==> src/rtl/pixel_readout_if.sv <==
// Controller/stream bundle for the 2x2 pixel readout block.
// master = controller + downstream sink, slave = pixel_readout.
interface pixel_readout_if #(
   parameter int PIX_W = 4
);
   logic             erase;
   logic             expose;
   logic             nre_1;
   logic             nre_2;
   logic             adc;
   logic [PIX_W-1:0] adc_col1;
   logic [PIX_W-1:0] adc_col2;
   logic             pix_ready;

   logic             pix_valid;
   logic [PIX_W-1:0] pix_data;
   logic [1:0]       pix_addr;
   logic             frame_done;
   logic             busy;
   logic [4:0]       exp_count;
   logic             err_proto;
   logic             err_overrun;

   modport master (
      output erase, expose, nre_1, nre_2, adc, adc_col1, adc_col2, pix_ready,
      input  pix_valid, pix_data, pix_addr, frame_done, busy, exp_count,
             err_proto, err_overrun
   );

   modport slave (
      input  erase, expose, nre_1, nre_2, adc, adc_col1, adc_col2, pix_ready,
      output pix_valid, pix_data, pix_addr, frame_done, busy, exp_count,
             err_proto, err_overrun
   );
endinterface

==> src/rtl/pixel_readout.sv <==
// 2x2 pixel readout: expose timer, two-row ADC capture on adc rising edge,
// then a valid/ready stream of the four pixels.
module pixel_readout #(
   parameter int PIX_W = 4
) (
   input logic             clk,
   input logic             reset,
   pixel_readout_if.slave  bus
);

   typedef enum logic [2:0] {
      S_IDLE, S_EXPOSE, S_ROW1, S_ROW2, S_DRAIN
   } state_e;

   state_e                  state_q, state_d;
   logic [3:0][PIX_W-1:0]   pix_q, pix_d;
   logic [1:0]              addr_q, addr_d;
   logic [4:0]              exp_q, exp_d;
   logic                    adc_q;
   logic                    done_q, done_d;
   logic                    errp_q, errp_d;
   logic                    erro_q, erro_d;
   logic                    rise;
   logic                    xfer;

   assign rise = bus.adc & ~adc_q;
   assign xfer = (state_q == S_DRAIN) & bus.pix_ready;

   always_ff @(posedge clk) begin
      if (!reset) begin
         state_q <= S_IDLE;
         pix_q   <= '0;
         addr_q  <= '0;
         exp_q   <= '0;
         adc_q   <= 1'b0;
         done_q  <= 1'b0;
         errp_q  <= 1'b0;
         erro_q  <= 1'b0;
      end else begin
         state_q <= state_d;
         pix_q   <= pix_d;
         addr_q  <= addr_d;
         exp_q   <= exp_d;
         adc_q   <= bus.adc;
         done_q  <= done_d;
         errp_q  <= errp_d;
         erro_q  <= erro_d;
      end
   end

   always_comb begin
      state_d = state_q;
      pix_d   = pix_q;
      addr_d  = addr_q;
      exp_d   = exp_q;
      done_d  = 1'b0;
      errp_d  = errp_q;
      erro_d  = erro_q;

      if (bus.erase) begin
         // Erase wins over everything; abandoning a frame mid-readout is an overrun.
         state_d = S_IDLE;
         pix_d   = '0;
         addr_d  = '0;
         if (state_q inside {S_ROW1, S_ROW2, S_DRAIN})
            erro_d = 1'b1;
      end else begin
         unique case (state_q)
            S_IDLE: begin
               if (bus.expose) begin
                  exp_d   = '0;
                  state_d = S_EXPOSE;
               end
            end
            S_EXPOSE: begin
               if (bus.expose) begin
                  if (exp_q != 5'd31)
                     exp_d = exp_q + 5'd1;
               end else begin
                  state_d = S_ROW1;
               end
            end
            S_ROW1: begin
               // Any rise with row-2 enabled is either both rows or wrong order.
               if (rise) begin
                  if (!bus.nre_1 && bus.nre_2) begin
                     pix_d[0] = bus.adc_col1;
                     pix_d[1] = bus.adc_col2;
                     state_d  = S_ROW2;
                  end else if (!bus.nre_2) begin
                     errp_d = 1'b1;
                  end
               end
            end
            S_ROW2: begin
               if (rise) begin
                  if (!bus.nre_2 && bus.nre_1) begin
                     pix_d[2] = bus.adc_col1;
                     pix_d[3] = bus.adc_col2;
                     addr_d   = '0;
                     state_d  = S_DRAIN;
                  end else if (!bus.nre_1) begin
                     errp_d = 1'b1;
                  end
               end
            end
            S_DRAIN: begin
               if (xfer) begin
                  addr_d = addr_q + 2'd1;
                  if (addr_q == 2'd3) begin
                     done_d  = 1'b1;
                     state_d = S_IDLE;
                  end
               end
            end
            default: state_d = S_IDLE;
         endcase
      end
   end

   assign bus.pix_valid   = (state_q == S_DRAIN);
   assign bus.pix_data    = pix_q[addr_q];
   assign bus.pix_addr    = addr_q;
   assign bus.frame_done  = done_q;
   assign bus.busy        = (state_q != S_IDLE);
   assign bus.exp_count   = exp_q;
   assign bus.err_proto   = errp_q;
   assign bus.err_overrun = erro_q;

endmodule
==> src/flat_wrapper.sv <==
// flat-port wrapper written by rule: the top's interface ports become plain ports
module pixel_readout_flat 
#(
   parameter int PIX_W = 4
)
  (clk, reset, bus_erase, bus_expose, bus_nre_1, bus_nre_2, bus_adc, bus_adc_col1, bus_adc_col2, bus_pix_ready, bus_pix_valid, bus_pix_data, bus_pix_addr, bus_frame_done, bus_busy, bus_exp_count, bus_err_proto, bus_err_overrun);
  pixel_readout_if #(.PIX_W(PIX_W)) bus_i ();
  input logic clk;
  input logic reset;
  input wire logic [$bits(bus_i.erase)-1:0] bus_erase;
  input wire logic [$bits(bus_i.expose)-1:0] bus_expose;
  input wire logic [$bits(bus_i.nre_1)-1:0] bus_nre_1;
  input wire logic [$bits(bus_i.nre_2)-1:0] bus_nre_2;
  input wire logic [$bits(bus_i.adc)-1:0] bus_adc;
  input wire logic [$bits(bus_i.adc_col1)-1:0] bus_adc_col1;
  input wire logic [$bits(bus_i.adc_col2)-1:0] bus_adc_col2;
  input wire logic [$bits(bus_i.pix_ready)-1:0] bus_pix_ready;
  output wire logic [$bits(bus_i.pix_valid)-1:0] bus_pix_valid;
  output wire logic [$bits(bus_i.pix_data)-1:0] bus_pix_data;
  output wire logic [$bits(bus_i.pix_addr)-1:0] bus_pix_addr;
  output wire logic [$bits(bus_i.frame_done)-1:0] bus_frame_done;
  output wire logic [$bits(bus_i.busy)-1:0] bus_busy;
  output wire logic [$bits(bus_i.exp_count)-1:0] bus_exp_count;
  output wire logic [$bits(bus_i.err_proto)-1:0] bus_err_proto;
  output wire logic [$bits(bus_i.err_overrun)-1:0] bus_err_overrun;
  assign bus_i.erase = bus_erase;
  assign bus_i.expose = bus_expose;
  assign bus_i.nre_1 = bus_nre_1;
  assign bus_i.nre_2 = bus_nre_2;
  assign bus_i.adc = bus_adc;
  assign bus_i.adc_col1 = bus_adc_col1;
  assign bus_i.adc_col2 = bus_adc_col2;
  assign bus_i.pix_ready = bus_pix_ready;
  assign bus_pix_valid = bus_i.pix_valid;
  assign bus_pix_data = bus_i.pix_data;
  assign bus_pix_addr = bus_i.pix_addr;
  assign bus_frame_done = bus_i.frame_done;
  assign bus_busy = bus_i.busy;
  assign bus_exp_count = bus_i.exp_count;
  assign bus_err_proto = bus_i.err_proto;
  assign bus_err_overrun = bus_i.err_overrun;
  pixel_readout #(.PIX_W(PIX_W)) u_core (.clk(clk), .reset(reset), .bus(bus_i));
endmodule
==> config.mk <==
export PLATFORM = sky130hd
export DESIGN_NAME = pixel_readout_flat
export DESIGN_NICKNAME = d
export VERILOG_FILES = /design/src/rtl/pixel_readout_if.sv /design/src/rtl/pixel_readout.sv /design/src/flat_wrapper.sv
export SDC_FILE = /design/constraint.sdc
export NUM_CORES = 1
export LEC_CHECK = 0
export CORE_AREA = 5 5 65 56
export CTS_CLUSTER_DIAMETER = 120
export DETAILED_ROUTE_END_ITERATION = 7
export DIE_AREA = 0 0 70 61
export GPL_TIMING_DRIVEN = 1
export PLACE_DENSITY = 0.92
export SLEW_MARGIN = 25
export SYNTH_ARGS = -nofsm -noshare
export SYNTH_HDL_FRONTEND = slang
export SYNTH_SLANG_ARGS = --single-unit
==> constraint.sdc <==
create_clock -name clk -period 3.2 [get_ports clk]
set_input_delay 0.64 -clock clk [delete_from_list [all_inputs] [get_ports clk]]
set_output_delay 0.64 -clock clk [all_outputs]
set_load 0.005 [all_outputs]
==> results_dict.tcl <==
set metrics [dict create \
    dp.cells 218 \
    dp_slack_ns 0.8594 \
    hold_slack_ns 0.4777 \
    cp_top_family "flip-flops" \
    critPathMaxStageDelay_ns 0.59 \
    slew_violations 0 \
    worstPathCellList "mux4_2 > clkdlybuf4s50_1" \
    rsz0062_at_grt "false" \
    dr.pass1.iters 4 \
    netlist.area_leader.share_pct 40.07 \
    placeableCoreArea_mm2 0.002928 \
    status "finished clean" \
    grt_max_degree 22 \
    met3_usage_pct 4.636 \
    crit_fanout 8 \
    gr-usage-met1_pct 21.35 \
    syn2layout_area_growth_pct 24.46 \
    dp_hpwl_mm 2.825 \
    clkTransAtPathRegs_ns 0.11 \
    grt_pass1_wl_mm 6.175 \
    routed_wl_mm 3.855 \
    finalClockSkew_ns 0.01898 \
    cts_sinks 30 \
    rows 18 \
    reg2reg_from "u_core.bus.exp_count[0]" \
    netlist_instances 160 \
    vias 1386 \
    floorplan.initialDensity_pct 51.20 \
    worstHoldPathCells 1 \
    hold_buffers 0 \
    critPathBufInv 1 \
    final_common_cell "clkdlybuf4s50_1" \
    yosysUniqueCellTypes 41 \
    slowest_stage "dfxtp_1" \
    pin_count 32 \
    maxClockFrequency_ghz 0.3867 \
    max_slew.worst_pin.slew_ns 0.7838 \
    ys_ff_latch 30 \
    diodes 0 \
    async_reset_ff_share_pct 0 \
    drtIter0Drc 159 \
    vias_per_cell 6.133 \
    synthTopCellsByArea "dfxtp_1 40%, a21oi_1 6.3%, nand3_1 6.0%" \
    min_period_over_period_pct 80.80 \
    syn_avg_cell_area_um2 9.368 \
    final_nets 204 \
    clk_path_buf_depth 2 \
    maxCapViolCount 0 \
    grt_pass1_vias 1338 \
    r2r_end "u_core.bus.exp_count[3]" \
    cts_tree "yes" \
    synth-edff-count 0 \
    postCtsSetupRepairBufs 0 \
    yosys_warnings 0 \
    place_congestion 0.7940 \
    cp-end-kind "output pin" \
    min_from "u_core.bus.err_overrun" \
    vdd_drop_max_v 0.0002532 \
    maxSlewHeadroom_pct 47.74 \
    met2_usage_pct 31.09 \
    grt-ovfl-total 0 \
    whs_endpoint "u_core.bus.err_overrun" \
    synth_largest_area_cell "dfxtp_1" \
    grt_usage_pct 18.56 \
    ys_dominant_reg_cell "dfxtp_1" \
    cp-start-kind "register" \
    r2r_slack_ns 1.43 \
    wl_per_cell_um 17.06 \
    antenna_found_initial 0 \
    stdcell_count 226 \
    cts_resized 0 \
    fin_ws_ns 0.6143 \
    io_buffers 31 \
    p_per_area_mw_per_mm2 365.4 \
    drive_above_1_share_pct 11.29 \
    synth_area_mm2 0.001499 \
    clockRootBuffer "clkbuf_4" \
    mostFrequentLayoutCells "31 x clkdlybuf4s50_1, 30 x dfxtp_1, 19 x a21oi_1" \
    setup-violations-final 0 \
    die-height_um 61 \
    grt.busiest_layer "met2" \
    hold_path_class "register to register" \
    critPathKind "register to output pin" \
    finalWorstPathRequiredPeriod_ns 2.586 \
    route.detailed.drc 0 \
    cp_data_arrival_time_ns 1.95 \
    die_area_mm2 0.004270 \
    final_util_pct 63.72 \
    ys_seq_area_share_pct 40.07 \
    cts_buffers 5 \
    required_ns 2.56 \
    htree_levels 2 \
    p_leak_nw 0.6048 \
    ant_nets 0 \
    hold_violations 0 \
    r2r_cells 6 \
    syn-num-nets 179 \
    final.setup.tns_ns 0 \
    dieWidth_um 70 \
    clk_latency_ns 0.34 \
]
==> report_power, final <==
part | internal (mW) | switching [mW] | leakage (nW)
sequential | 0.375 | 0.00343 | 0.242
combinational | 0.0289 | 0.0298 | 0.329
clock | 0.105 | 0.139 | 0.0343
==> Yosys cell counts (4+ instances only) <==
master and n:
dfxtp_1 30, clkbuf_1 8, buf_2 4, o21ai_0 9, mux4_2 4, nand3_1 18
o21ai_1 11, a21oi_1 19
==> state kept, by name, indices dropped and copies added, names as in the netlist <==
signal	count
u_core.pix_q	16
u_core.adc_q	1
u_core.bus.pix_addr	2
u_core.bus.err_proto	1
u_core.bus.exp_count	5
u_core.state_q	3
u_core.bus.err_overrun	1
u_core.bus.frame_done	1
==> area by class of cell <==
class,count,area (um2)
Tap cell,40,50.05
Clock buffer,6,51.30
Inverter,2,7.507
Multi-Input combinational cell,114,825.8
Clock inverter,2,12.51
Timing Repair Buffer,32,317.8
Fill cell,247,1062
Sequential cell,30,600.6
==> logic make-up after synthesis <==
logic type | synth area share [%]
and+or+nand+nor | 23.12
DFF | 40.07
adders and majority gates | 2.504
AOI/OAI and AO/OA | 23.45
buffers and inverters | 4.841
muxes | 6.010
==> stage by stage <==
stage	cell area, um2	total power, mW
2_1_floorplan	1499	0.4139
3_3_place_gp	1802	0.4419
3_5_place_dp	1802	0.4445
4_1_cts	1866	0.6829
5_1_grt	1866	0.7098
6_report	1866	0.6817
==> how the worst max path moves through the flow <==
stage	start	cells past startpoint	slack [ns]	end
floorplan	u_core.bus.pix_addr[0]	2	1.40	bus_pix_data[0]
global placement	reset	3	0.96	u_core.bus.pix_addr[0]
detailed placement	reset	3	0.86	u_core.bus.pix_addr[0]
CTS	u_core.bus.pix_addr[0]	2	0.59	bus_pix_data[0]
global route	u_core.state_q[2]	2	0.52	bus_pix_valid
finish	u_core.bus.pix_addr[0]	2	0.61	bus_pix_data[0]
==> metal layers <==
metal | wire length (um) | up-vias
li1 | - | 655
met2 | 1883 | 55
met5 | 0 | -
met3 | 250 | 16
met4 | 126 | 0
met1 | 1594 | 660
(Power assumes the default switching activity.)
